**config.mk**
```make
export PLATFORM = sky130hd
export DESIGN_NAME = button_debounce_ev
export DESIGN_NICKNAME = d
export VERILOG_FILES = /design/src/rtl/button_debounce_ev.sv
export SDC_FILE = /design/constraint.sdc
export NUM_CORES = 1
export LEC_CHECK = 0
export BUFFER_PORTS_ARGS = -buffer_cell sky130_fd_sc_hd__buf_2
export CAP_MARGIN = 5
export CORE_MARGIN = 4
export CORE_UTILIZATION = 56
export DETAILED_ROUTE_END_ITERATION = 10
export PLACE_DENSITY = 0.74
export SYNTH_ARGS = -nofsm -noshare
export SYNTH_HDL_FRONTEND = slang
export SYNTH_SLANG_ARGS = --single-unit
```
**constraint.sdc**
```tcl
create_clock -name clk -period 2.2 [get_ports clk]
set_input_delay 0.11 -clock clk [delete_from_list [all_inputs] [get_ports clk]]
set_output_delay 0.11 -clock clk [all_outputs]
set_load 0.02 [all_outputs]
```
**src/rtl/button_debounce_ev.sv**
```systemverilog
// Push-button front end: two-flop synchronizer, debounce FSM, and
// single-cycle press / release / long-press strobes.
module button_debounce_ev #(
  parameter int DEB_CYCLES  = 1000000,
  parameter int LONG_CYCLES = 100000000,
  parameter int CNT_W       = 32
) (
  input  logic clk,
  input  logic rset,
  input  logic but_in,
  output logic but_deb_o,
  output logic press_pulse,
  output logic release_pulse,
  output logic long_pulse
);

  typedef enum logic [1:0] {
    REL,
    PRESS_WAIT,
    PRS,
    REL_WAIT
  } state_t;

  localparam logic [CNT_W-1:0] DEB_LAST  = CNT_W'(DEB_CYCLES - 1);
  localparam logic [CNT_W-1:0] LONG_LAST = CNT_W'(LONG_CYCLES - 1);

  state_t           state_q;
  logic             s1_q;
  logic             s2_q;
  logic [CNT_W-1:0] deb_cnt_q;
  logic [CNT_W-1:0] hold_cnt_q;
  logic             long_done_q;
  logic             deb_q;
  logic             press_q;
  logic             rel_q;
  logic             long_q;

  always_ff @(posedge clk) begin
    if (rset) begin
      state_q     <= REL;
      s1_q        <= 1'b1;
      s2_q        <= 1'b1;
      deb_cnt_q   <= '0;
      hold_cnt_q  <= '0;
      long_done_q <= 1'b0;
      deb_q       <= 1'b1;
      press_q     <= 1'b0;
      rel_q       <= 1'b0;
      long_q      <= 1'b0;
    end else begin
      s1_q    <= but_in;
      s2_q    <= s1_q;
      press_q <= 1'b0;
      rel_q   <= 1'b0;
      long_q  <= 1'b0;
      unique case (state_q)
        REL: begin
          deb_q <= 1'b1;
          if (!s2_q) begin
            state_q   <= PRESS_WAIT;
            deb_cnt_q <= '0;
          end
        end
        PRESS_WAIT: begin
          if (s2_q) begin
            state_q   <= REL;
            deb_cnt_q <= '0;
          end else if (deb_cnt_q == DEB_LAST) begin
            state_q     <= PRS;
            deb_q       <= 1'b0;
            press_q     <= 1'b1;
            hold_cnt_q  <= '0;
            long_done_q <= 1'b0;
          end else begin
            deb_cnt_q <= deb_cnt_q + 1'b1;
          end
        end
        PRS: begin
          // hold_cnt freezes while away and stops after the long strobe
          if (s2_q) begin
            state_q   <= REL_WAIT;
            deb_cnt_q <= '0;
          end else if (!long_done_q && hold_cnt_q == LONG_LAST) begin
            long_q      <= 1'b1;
            long_done_q <= 1'b1;
          end else if (!long_done_q) begin
            hold_cnt_q <= hold_cnt_q + 1'b1;
          end
        end
        REL_WAIT: begin
          if (!s2_q) begin
            state_q <= PRS;
          end else if (deb_cnt_q == DEB_LAST) begin
            state_q <= REL;
            deb_q   <= 1'b1;
            rel_q   <= 1'b1;
          end else begin
            deb_cnt_q <= deb_cnt_q + 1'b1;
          end
        end
        default: state_q <= REL;
      endcase
    end
  end

  assign but_deb_o     = deb_q;
  assign press_pulse   = press_q;
  assign release_pulse = rel_q;
  assign long_pulse    = long_q;

endmodule

```
==> summary.md, run 1 <==
| Metric | Value |
|---|---|
| Outcome | `completed` |
| Setup crit end kind | `register` |
| Finished Layout Cells | `~570` |
| Initial antenna violation count | `0` |
| Area grow syn2layout | `18.4%` |
| Tmin final | `roughly 2.1 ns` |
| Root buf cell | `clkbuf_8` |
| Number of synthesized flops with an enable pin | `0` |
| Layer with the highest usage | `met2` |
| Nets | `between 400 and 500` |
| Max frequency | `471 MHz` |
| Crit path DAT | `between 2 and 2.5 ns` |
| RSZ-0062 raised after global routing | `yes` |
| GR Util All Layers | `between 20% and 30%` |
| Placed Instances | `553` |
| Largest family of logic cells by synthesized area | `simple AND/OR/NAND/NOR gates` |
| PwrDens | `545 mW/mm2` |
| Global routing met3 resource utilization | `5.99%` |
| Worst vdd ir | `0.472 mV` |
| Clock transition at path regs | `around 0.070 ns` |
| Most used DFF post-synth | `dfxtp_1` |
| Adder-Cell Fraction of Synth Area | `0.675%` |
| First-pass GRT wire length | `14700 um` |
| M1 GR Usage | `~29%` |
| Final setup viols | `0` |
| Pre-CTS WS | `-0.00292 ns` |
| Slew @ Worst Pin | `0.617 ns` |
| Xor/xnor cell area share of the yosys netlist | `9.46%` |
| Max-cap viol count | `0` |
| GRT Residual Overflow | `0` |
| Detailed placement HPWL | `6200 um` |
| Register bit total from synthesis | `73` |
| CTS max path bufs | `2` |
| WS Path Type | `reg -> reg` |
| Die width | `89.3 um` |
| DRC viols | `0` |
| Die Y | `89.3 um` |
| Total CTS buffers | `9` |
| Yosys warning count | `0` |
| Synth Area in Simple Gates | `approximately two fifths` |
| Top-Level Pins | `7` |
| Synth unique cells | `56` |
| Vias | `3421` |
| Final Hold Fails | `0` |
| CP required | `2.47 ns` |
| Critical Path Fanout Max | `8` |
| CTS H-tree lvls | `3` |
| Clk_skew | `0.0110 ns` |
| Worst Setup Slack, final | `0.0782 ns` |
| Sink Count | `73` |
| Layout fillers | `535` |
| Seq/Total Area, Yosys | `39.4%` |
| Met2 Use GR | `38.9%` |
| Clk Latency, worst-skew pair | `0.34 ns` |
| Initial Util | `58.0%` |
| Leakage | `1.56 nW` |
| Syn nets | `444` |
| Final Cycle Share | `96.4%` |
| Port Buffers | `6` |
| Syn_area_per_cell | `about 8.4 um2` |
| Die Footprint | `0.00798 mm2` |
| Gate Count Post-Synth | `439` |
| Asr flop ratio synth | `0%` |
| Post-Route WL | `8500 um` |
| Slew Limit Fails | `0` |
| Pin count of the biggest net entering global routing | `29` |
| Average wire per standard cell | `14.9 um` |
| DR vias/cell | `5.99` |
| Vias in the first global route | `roughly 3200` |
| # rows | `29` |
| Post-synthesis mux area share | `1.15%` |
| Iteration count of the initial detailed-routing pass | `4` |
| DRT iter0 DRCs | `about 220` |
| Share of layout cells above drive strength 1 | `20.6%` |
| CTS tree | `yes` |
| Min-Delay Path Class | `in -> reg` |
| Crit path launch type | `register` |
| Core box area | `0.00639 mm2` |
| Compound-Gate Fraction of Synth Area | `7.67%` |
| Final antenna-violating net count | `0` |
| Netlist Area Pre-Place | `0.00370 mm2` |
| Final GP Congestion | `0.921` |
| Max-Slew Margin vs Limit | `58.3%` |
| N_diodes | `0` |
[cells by family after synthesis]
kind of cell,Yosys count
adder cells (fa/ha/maj),2
multiplexers,4
flip-flops,73
AO/OA/AOI/OAI,47
AND/OR/NAND/NOR,244
buffers and inverters,29
XOR/XNOR,40
[layout make-up]
type | instances | area [um2] | area share, %
multi-input cells | 337 | 2160 | 49.2
flip-flops and latches | 73 | 1470 | 33.5
repair buffers | 60 | 450 | 10.3
clock buffers | 12 | 135 | 3.08
well taps | 77 | 96.3 | 2.20
clock inverters | 3 | 42.5 | 0.970
inverters | 9 | 33.8 | 0.770
[worst paths after layout]
kind | cells past startpoint | from | to | slack (ns)
worst max-delay path | 6 | deb_cnt_q[11]$_SDFFE_PP0P_ | deb_cnt_q[31]$_SDFFE_PP0P_ | 0.08
worst min-delay path | 2 | rset | hold_cnt_q[1]$_SDFFE_PP0P_ | 0.11
worst max register to register | 6 | deb_cnt_q[11]$_SDFFE_PP0P_ | deb_cnt_q[31]$_SDFFE_PP0P_ | 0.08
worst min register to register | 1 | s1_q$_SDFF_PP1_ | s2_q$_SDFF_PP1_ | 0.42
[cell usage after synthesis (2+ instances only)]
| cell | instances | area [um2] |
|---|---|---|
| xor2_1 | 12 | 105 |
| nand3_1 | 29 | 145 |
| nor3_1 | 15 | 75.1 |
| or3_1 | 14 | 87.6 |
| nand2b_1 | 3 | 18.8 |
| o21ai_0 | 14 | 70.1 |
| nor4b_1 | 10 | 87.6 |
| nand4_1 | 18 | 113 |
| nand2_1 | 29 | 109 |
| o31ai_1 | 2 | 15.0 |
| clkbuf_1 | 12 | 45.0 |
| and4_1 | 3 | 26.3 |
| ha_1 | 2 | 25.0 |
| a211o_1 | 3 | 26.3 |
| buf_1 | 2 | 7.51 |
| a31oi_1 | 2 | 12.5 |
| or2_2 | 4 | 25.0 |
| nor2_1 | 51 | 191 |
| dfxtp_1 | 73 | 1460 |
| nand4b_1 | 2 | 17.5 |
| nor4_1 | 19 | 119 |
| and4_4 | 3 | 33.8 |
| a21o_1 | 2 | 15.0 |
| a21oi_1 | 16 | 80.1 |
| nor4_2 | 3 | 37.5 |
| or4_1 | 4 | 30.0 |
| inv_1 | 9 | 33.8 |
| xnor2_1 | 28 | 245 |
| and3b_1 | 2 | 17.5 |
| nor3b_1 | 4 | 30.0 |
| and3_1 | 14 | 87.6 |
| nand2_2 | 2 | 12.5 |
| mux2i_1 | 2 | 20.0 |
| o211ai_1 | 3 | 22.5 |
| buf_2 | 4 | 20.0 |
| and2_1 | 4 | 25.0 |
[critical path, stage by stage (launching register included)]
cell and delay [ns]:
dfxtp_2 0.37, and4_4 0.24, nand2_2 0.05, or3_1 0.39
or3_4 0.38, or4_1 0.48, a21oi_1 0.14
[power breakdown]
group	switching [mW]	internal [mW]	leakage, nW	total, mW
Combinational	0.0504	0.0276	0.879	0.0780
Clock	0.468	0.517	0.0864	0.986
Sequential	0.00192	1.32	0.592	1.33
[metrics by stage]
| stage | TNS, ns | hold slack (ns) | util (%) | cell area [um2] | power [mW] |
|---|---|---|---|---|---|
| detailed placement | -0.00292 | 0.306 | 64.8 | 4140 | 1.43 |
| floorplan | 0 | 0.214 | - | 3700 | 1.41 |
| global placement | 0 | 0.296 | 64.8 | 4140 | 1.43 |
| finish | 0 | 0.111 | 68.7 | 4390 | 2.39 |
| CTS | 0 | 0.0958 | 67.8 | 4330 | 2.41 |
| global route | -0.266 | 0.128 | 68.7 | 4390 | 2.48 |
[per-layer routing]
metal / routed length [um] / share of wire, % / vias up
met3: 365 / 4.3 / 18
met5: 0 / 0 / -
met2: 4170 / 49 / 88
met4: 169 / 2.0 / 0
li1: - / - / 1696
met1: 3790 / 45 / 1619
[sequential cells by signal, indices dropped and copies added, names as in the netlist, named ones only]
signal	flops
but_deb_o	1
deb_cnt_q	32
hold_cnt_q	32
long_done_q	1
long_pulse	1
press_pulse	1
release_pulse	1
s1_q	1
s2_q	1
state_q	1
[layout by cell type, fill, tap and decap left out, types with 4 or more instances in the layout]
cell	Yosys	layout
dfxtp_1	73	66
buf_4	0	52
nor2_1	51	51
nand2_1	29	29
nand3_1	29	29
xnor2_1	28	28
nor4_1	19	19
nand4_1	18	18
a21oi_1	16	16
nor3_1	15	15
o21ai_0	14	14
or3_1	14	13
xor2_1	12	12
and3_1	14	12
nor4b_1	10	9
inv_1	9	9
clkbuf_8	1	9
dfxtp_2	0	7
buf_2	4	6
nor3b_1	4	4
or2_2	4	4
and2_1	4	4
or4_1	4	4
[timing repair]
action / in CTS / in global routing
pin swaps: 0 / 2
hold buffers: 1 / 0
gates resized for setup: 1 / 12
endpoints found under the hold margin: 1 / 0
setup buffers: 0 / 2
endpoints found under the setup margin: 1 / 27
Power figures use the tool's default switching activity.
==> run 2: changes to the inputs <==
--- a/config.mk
+++ b/config.mk
@@ -7,10 +7,12 @@
 export LEC_CHECK = 0
 export BUFFER_PORTS_ARGS = -buffer_cell sky130_fd_sc_hd__buf_2
 export CAP_MARGIN = 5
-export CORE_MARGIN = 4
+export CORE_MARGIN = 2
 export CORE_UTILIZATION = 56
 export DETAILED_ROUTE_END_ITERATION = 10
 export PLACE_DENSITY = 0.74
+export RECOVER_POWER = 50
+export SLEW_MARGIN = 40
 export SYNTH_ARGS = -nofsm -noshare
 export SYNTH_HDL_FRONTEND = slang
 export SYNTH_SLANG_ARGS = --single-unit
==> run 2 against run 1 <==
  * Via count up 1.7%
  * Non-clock buffer count up 11
  * Sequential share of layout area down 1.1 points
  * Clock-buffer cell count unchanged
  * Fmax down 0.23%
  * Largest cell class unchanged
==> summary.md, run 2 (synthesis results as in run 1) <==
| Metric | Value |
|---|---|
| Top-Level Pins | `7 (unchanged)` |
| DR vias/cell | `5.97 (-0.40%)` |
| Sequential Power Share | `50.9% (-4.6 points)` |
| Vias | `3479 (+1.7%)` |
| Hold Crit Depth | `2 (unchanged)` |
| Pin count of the biggest net entering global routing | `18 (-38%)` |
| Crit path DAT | `2.40 ns (about the same)` |
| Worst vdd ir | `0.457 mV (-3.2%)` |
| CP required | `2.47 ns (about the same)` |
| Post-route cell area | `0.00454 mm2 (+3.6%)` |
| Vias in the first global route | `3237 (-0.062%)` |
| Slew @ Worst Pin | `0.592 ns (-0.0249 ns)` |
| Clk Latency, worst-skew pair | `0.35 ns (about the same)` |
| Worst path bufs/invs | `0 (unchanged)` |
| Clock transition at path regs | `0.08 ns (about the same)` |
| Finished Layout Cells | `583 (+2.1%)` |
| # rows | `29 (unchanged)` |
| Post-Route WL | `8940 um (+5.2%)` |
| Critical-path top delay cell | `or4_1` |
| Final setup viols | `0 (unchanged)` |
| Average wire per standard cell | `15.3 um (+3.1%)` |
| CTS H-tree lvls | `3 (unchanged)` |
| R2R depth | `6 (unchanged)` |
| Met2 wire length | `4230 um (+1.4%)` |
| Detailed placement HPWL | `6090 um (-1.7%)` |
| Worst Setup Slack, final | `0.0734 ns (-0.00486 ns)` |
| Initial antenna violation count | `0 (unchanged)` |
| Final core utilization | `71.2% (+2.5 points)` |
| CTS max path bufs | `2 (unchanged)` |
| Combinational share of power | `2.9% (-0.4 points)` |
| Biggest regs | `deb_cnt_q: 32 flops, hold_cnt_q: 32 flops` |
| Commonest cells after routing, fill and taps aside | `dfxtp_1, buf_4, nor2_1` |
| PwrDens | `572 mW/mm2 (+5.0%)` |
| Outcome | `completed` |
| DRT iter0 DRCs | `228 (+4.1%)` |
| First-pass GRT wire length | `14900 um (+1.6%)` |
| Setup TNS | `0 ns (unchanged)` |
| WS Path Type | `reg -> reg` |
| Crit path launch type | `register` |
| Die Footprint | `0.00728 mm2 (-8.8%)` |
| Final GP Congestion | `0.879 (-4.5%)` |
| Area grow syn2layout | `22.7%` |
| DR top layer | `met4` |
| Final Hold Fails | `0 (unchanged)` |
| Max-Slew Margin vs Limit | `59.9% (+1.7 points)` |
| Final Cycle Share | `96.7% (+0.22 points)` |
| DP Area | `0.00414 mm2 (about the same)` |
| Placed Instances | `555 (+0.36%)` |
| Sink Count | `73 (unchanged)` |
| Setup crit end kind | `register` |
| Hold EP | `hold_cnt_q[1]$_SDFFE_PP0P_` |
| Leakage | `1.64 nW (+5.5%)` |
| Total CTS buffers | `9 (unchanged)` |
| P_sw | `550 uW (+5.7%)` |
| Core box area | `0.00639 mm2 (unchanged)` |
| FF-to-FF End | `deb_cnt_q[31]$_SDFFE_PP0P_` |
| Clock network fraction of total power | `46.2% (+5.0 points)` |
| Max-cap viol count | `0 (unchanged)` |
| Final antenna-violating net count | `0 (unchanged)` |
| Initial Util | `58.0% (unchanged)` |
| GRT Residual Overflow | `0 (unchanged)` |
| Pre-CTS WS | `-0.0174 ns (-0.0145 ns)` |
| R2R setup slack | `0.07 ns (about the same)` |
| N_diodes | `0 (unchanged)` |
| Nets | `506 (+2.2%)` |
| Met3 routed wirelength | `328 um (-10%)` |
| Min-Delay Path Class | `in -> reg` |
| Commonest non-fill, non-tap cell in the layout | `dfxtp_1` |
| Internal power | `2.05 mW (+9.7%)` |
| Port Buffers | `6 (unchanged)` |
| Hold WS | `0.121 ns (+0.0106 ns)` |
| Tmin final | `2.13 ns (+0.00486 ns)` |
| Iteration count of the initial detailed-routing pass | `5 (+1)` |
| Root buf cell | `clkbuf_8` |
| Launch point of the worst reg-to-reg path | `deb_cnt_q[19]$_SDFFE_PP0P_` |
| Slew Limit Fails | `0 (unchanged)` |
| Die Y | `85.3 um (-4.5%)` |
| CP Cell Sequence | `and4_4, nand3_4, or3_1, or3_4, or4_1, a21oi_1` |
| Total Power | `2.60 mW (+8.8%)` |
| Met1 Wirelength | `4150 um (+9.6%)` |
| DRC viols | `0 (unchanged)` |
| GR Util All Layers | `25.1% (+1.7 points)` |
| CTS tree | `yes` |
| Critical Path Fanout Max | `8 (unchanged)` |
| Clk_skew | `0.00769 ns (-0.00330 ns)` |
| Worst Min Path Start | `rset` |
| Max frequency | `470 MHz (-0.23%)` |
| CP delay by family, top | `simple AND/OR/NAND/NOR gates` |
| Share of layout cells above drive strength 1 | `23.5% (+2.9 points)` |
| CP peak stage delay | `0.47 ns (about the same)` |
| Sw Ratio | `21.2% (-0.63 points)` |
| Die width | `85.3 um (-4.5%)` |
[run 2: cell count changes in the layout (fill, tap and decap cells not counted), sizes merged]
cell      change
inv           +1
clkbuf        +8
buf           +3
clkinvlp      -1
bufinv        +1
[run 2: worst reg2reg max path, cell delays in order, from the launching register on]
cell and delay [ns]:
dfxtp_1 0.35, and4_4 0.28, nand3_4 0.07, or3_1 0.37
or3_4 0.38, or4_1 0.47, a21oi_1 0.14
[run 2: final cells by class]
type                       count  area, um2
fill                         487       1840
clock buffer                  12        155
sequential                    73       1480
timing repair buffer          71        504
clock inverter                 4       73.8
multi-input combinational    337       2210
inverter                       9       33.8
tap                           77       96.3
[run 2: how the worst max path moves through the flow]
| stage | startpoint | to | slack [ns] | cells after the start |
|---|---|---|---|---|
| after floorplan | deb_cnt_q[3]$_SDFFE_PP0P_ | deb_cnt_q[31]$_SDFFE_PP0P_ | 0.06 | 7 |
| after global placement | deb_cnt_q[11]$_SDFFE_PP0P_ | deb_cnt_q[31]$_SDFFE_PP0P_ | 0.01 | 6 |
| after detailed placement | deb_cnt_q[13]$_SDFFE_PP0P_ | hold_cnt_q[21]$_SDFFE_PP0P_ | -0.02 | 7 |
| after CTS | deb_cnt_q[11]$_SDFFE_PP0P_ | deb_cnt_q[31]$_SDFFE_PP0P_ | 0.02 | 6 |
| after global routing | deb_cnt_q[12]$_SDFFE_PP0P_ | deb_cnt_q[31]$_SDFFE_PP0P_ | -0.0005 | 6 |
| final | deb_cnt_q[19]$_SDFFE_PP0P_ | deb_cnt_q[31]$_SDFFE_PP0P_ | 0.07 | 6 |
[run 2: what timing repair did]
action,4_1_cts,5_1_grt
hold buffers,1,0
cloned,0,0
endpoints found under the setup margin,6,21
setup buffers,1,10
pin swaps,1,6
hold endpoints to repair,1,0
resized for setup,2,22
[run 2: power groups by stage]
stage | logic (mW) | clock network [mW] | registers (mW)
floorplan | 0.0487 | 0 | 1.36
global placement | 0.0728 | 0 | 1.36
detailed placement | 0.0739 | 0 | 1.36
CTS | 0.0761 | 1.22 | 1.33
global route | 0.0829 | 1.28 | 1.32
finish | 0.0765 | 1.20 | 1.32
[run 2: layer usage]
metal | vias to the layer above | track usage (%)
met5 | - | 0
met4 | 0 | 11.5
met3 | 21 | 4.47
met2 | 80 | 39.8
met1 | 1656 | 33.2
li1 | 1722 | -
==> run 3: changes to the inputs <==
--- a/config.mk
+++ b/config.mk
@@ -5,12 +5,13 @@
 export SDC_FILE = /design/constraint.sdc
 export NUM_CORES = 1
 export LEC_CHECK = 0
+export ABC_AREA = 1
 export BUFFER_PORTS_ARGS = -buffer_cell sky130_fd_sc_hd__buf_2
 export CAP_MARGIN = 5
 export CORE_MARGIN = 2
-export CORE_UTILIZATION = 56
+export CORE_UTILIZATION = 58
 export DETAILED_ROUTE_END_ITERATION = 10
-export PLACE_DENSITY = 0.74
+export PLACE_DENSITY = 0.76
 export RECOVER_POWER = 50
 export SLEW_MARGIN = 40
 export SYNTH_ARGS = -nofsm -noshare
==> run 3 against run 2 <==
  * Clock power about the same
  * Clock-buffer cell count decreased by 2
  * Flip-flop and latch count unchanged
  * Area after synthesis increased by 31%
  * Sequential power about the same
  * Global-route usage increased by 4.6 points
  * Synthesized cell count increased by 87%
  * First-iteration DRC count decreased by 11%
  * Highest routed layer unchanged
==> summary.md, run 3 <==
| Metric | Value |
|---|---|
| Top cells by count, synth | `nand2_1, nor2_1, inv_1, dfxtp_1, nand3_1` |
| CP Capture Point | `deb_cnt_q[7]$_SDFFE_PP0P_` |
| Post-cts sizing count | `0 (-2)` |
| Sequential cell area | `0.00146 mm2 (-0.93%)` |
| Synth unique cells | `33 (-41%)` |
| Final Cycle Share | `91.5% (-5.2 points)` |
| Leakage | `1.74 nW (+5.9%)` |
| Cell taking the most area after synthesis | `dfxtp_1` |
| Setup crit start | `deb_cnt_q[1]$_SDFFE_PP0P_` |
| Syn_area_per_cell | `5.89 um2 (-30%)` |
| Top-Level Pins | `7 (unchanged)` |
| Tmin final | `2.01 ns (-0.113 ns)` |
| Clock transition at path regs | `0.09 ns (about the same)` |
| Crit path launch type | `register` |
| Max frequency | `497 MHz (+5.6%)` |
| Yosys warning count | `0 (unchanged)` |
| Core box area | `0.00813 mm2 (+27%)` |
| Slew @ Worst Pin | `0.490 ns (-0.102 ns)` |
| Final Hold Fails | `0 (unchanged)` |
| WS Path Type | `reg -> reg` |
| Outcome | `completed` |
| Iteration count of the initial detailed-routing pass | `5 (unchanged)` |
| Layout fillers | `800 (+64%)` |
| Crit path DAT | `2.27 ns (-0.13 ns)` |
| N_diodes | `0 (unchanged)` |
| CTS max path bufs | `2 (unchanged)` |
| PwrDens | `509 mW/mm2 (-11%)` |
| Biggest regs | `deb_cnt_q: 32 flops, hold_cnt_q: 32 flops` |
| Number of synthesized flops with an enable pin | `0 (unchanged)` |
| Top post-synthesis cells by area | `dfxtp_1, nand2_1, nor2_1, nand3_1, inv_1` |
| Max-Slew Margin vs Limit | `67.3% (+7.4 points)` |
| Root buf cell | `clkbuf_8` |
| Nets | `836 (+65%)` |
| Clk Latency, worst-skew pair | `0.36 ns (about the same)` |
| RSZ-0062 raised after global routing | `no` |
| Register bit total from synthesis | `73 (unchanged)` |
| Most frequent cell after synthesis | `nand2_1` |
| GR Util All Layers | `29.6% (+4.6 points)` |
| Setup crit end kind | `register` |
| Min-Delay Path Class | `in -> reg` |
| Clk_skew | `0.0139 ns (+0.00626 ns)` |
| Commonest non-fill, non-tap cell in the layout | `nand2_1` |
| Final setup viols | `0 (unchanged)` |
| Commonest cells after routing, fill and taps aside | `nand2_1, nor2_1, inv_1` |
| # rows | `33 (+14%)` |
| Vias | `5103 (+47%)` |
| Share of layout cells above drive strength 1 | `7.18% (-16 points)` |
| Final antenna-violating net count | `0 (unchanged)` |
| Worst Min Path Start | `rset` |
| Critical Path Fanout Max | `16 (+8)` |
| DRT iter0 DRCs | `203 (-11%)` |
| Die Footprint | `0.00909 mm2 (+25%)` |
| Asr flop ratio synth | `0% (unchanged)` |
| Post-Route WL | `12700 um (+42%)` |
| Post-synth top area share | `30.2% (-9.3 points)` |
| Max-cap viol count | `0 (unchanged)` |
| Pin count of the biggest net entering global routing | `43 (+25)` |
| Syn nets | `827 (+86%)` |
| Area grow syn2layout | `6.69%` |
| Launch point of the worst reg-to-reg path | `deb_cnt_q[1]$_SDFFE_PP0P_` |
| Port Buffers | `6 (unchanged)` |
| Slew Limit Fails | `0 (unchanged)` |
| Worst vdd ir | `0.343 mV (-25%)` |
| Vias in the first global route | `4807 (+49%)` |
| Initial Util | `59.5% (+1.5 points)` |
| First-pass GRT wire length | `21200 um (+42%)` |
| Total Power | `2.63 mW (+1.1%)` |
| Sink Count | `73 (unchanged)` |
| CTS H-tree lvls | `3 (unchanged)` |
| Detailed placement HPWL | `9400 um (+54%)` |
| DRC viols | `0 (unchanged)` |
| Average wire per standard cell | `13.5 um (-12%)` |
| Final GP Congestion | `0.968 (+10%)` |
| CTS tree | `yes` |
| Total CTS buffers | `9 (unchanged)` |
| R2R setup slack | `0.19 ns (+0.11 ns)` |
| DR vias/cell | `5.42 (-9.1%)` |
| FF-to-FF End | `deb_cnt_q[7]$_SDFFE_PP0P_` |
| Area of the multi-input gates | `0.00292 mm2 (+32%)` |
| Setup TNS | `0 ns (unchanged)` |
| Initial antenna violation count | `0 (unchanged)` |
| Most used DFF post-synth | `dfxtp_1` |
| Seq/Total Area, Yosys | `30.2% (-9.3 points)` |
| Die width | `95.4 um (+12%)` |
| GRT Residual Overflow | `0 (unchanged)` |
| Die Y | `95.4 um (+12%)` |
| Netlist Area Pre-Place | `0.00484 mm2 (+31%)` |
| R2R depth | `12 (+6)` |
| CP required | `2.46 ns (about the same)` |
| Gate Count Post-Synth | `822 (+87%)` |
run 3: changes by cell type after synthesis, sizes merged, moves of 9 or more:
cell	change
or3	-15
nor4	-14
a21oi	+31
nand2	+235
nor4b	-11
nand3	+41
nor2	+139
nor3	-9
xnor2	-19
and3	-15
inv	+73
run 3: cells by family (layout without fill, tap and decap cells):
| kind of cell | count (synthesis) | count (layout) | share of synthesized area, % |
|---|---|---|---|
| xor gates and xnor gates | 17 | 17 | 3.08 |
| DFF | 73 | 73 | 30.2 |
| AOI/OAI and AO/OA | 65 | 65 | 7.50 |
| buffers and inverters | 103 | 117 | 9.41 |
| and+or+nand+nor | 562 | 562 | 49.3 |
| adders and majority gates | 2 | 2 | 0.517 |
run 3: how the worst min path moves through the flow:
stage                                         to  slack [ns]  depth (start not counted)
after CTS                 but_deb_o$_SDFFE_PP1P_        0.10                          3
after global routing      but_deb_o$_SDFFE_PP1P_        0.14                          3
after detailed placement         s1_q$_SDFF_PP1_        0.31                          2
after global placement           s1_q$_SDFF_PP1_        0.29                          2
after floorplan                  s1_q$_SDFF_PP1_        0.21                          1
final                     but_deb_o$_SDFFE_PP1P_        0.12                          3
run 3: report_power, final:
part / switching, mW / total (mW) / internal [mW]
registers: 0.00764 / 1.34 / 1.33
clock network: 0.530 / 1.17 / 0.643
logic: 0.0935 / 0.120 / 0.0263
run 3: worst max-delay path, stage by stage, from the launching register on:
cell     delay [ns]
dfxtp_1        0.35
ha_1           0.21
nand2_2        0.09
nor2_4         0.14
nand2_1        0.11
inv_1          0.16
nand3_1        0.18
nand2_4        0.24
inv_2          0.15
nand3_1        0.11
nand2_1        0.06
nand2_1        0.06
nor2_1         0.05
run 3: timing repair:
action / in CTS / in global routing
endpoints found under the hold margin: 1 / 0
setup buffers: 0 / 0
hold buffers: 1 / 0
run 3: metrics by stage:
stage | worst slack [ns] | cell area, um2 | utilization (%) | cells | hold slack (ns)
5_1_grt | 0.0102 | 5160 | 63.5 | 941 | 0.138
6_report | 0.187 | 5160 | 63.5 | 941 | 0.121
3_3_place_gp | 0.329 | 4960 | 60.9 | 924 | 0.294
2_1_floorplan | 0.493 | 4840 | - | 822 | 0.214
4_1_cts | 0.204 | 5180 | 63.7 | 941 | 0.102
3_5_place_dp | 0.242 | 4960 | 60.9 | 924 | 0.312
run 3: cell type report:
cell class	instances	area share (%)
sequential	73	28.3
timing repair buffer	19	2.52
inverter	82	5.96
tap	105	2.54
clock buffer	10	2.47
clock inverter	6	1.74
multi-input combinational	646	56.5
run 3: metal layers:
metal,up-vias,track usage [%],part of all wire (%)
li1,2600,-,-
met1,2340,33.0,41
met2,129,54.5,52
met3,34,4.35,3.6
met4,0,15.0,3.6
met5,-,0,0
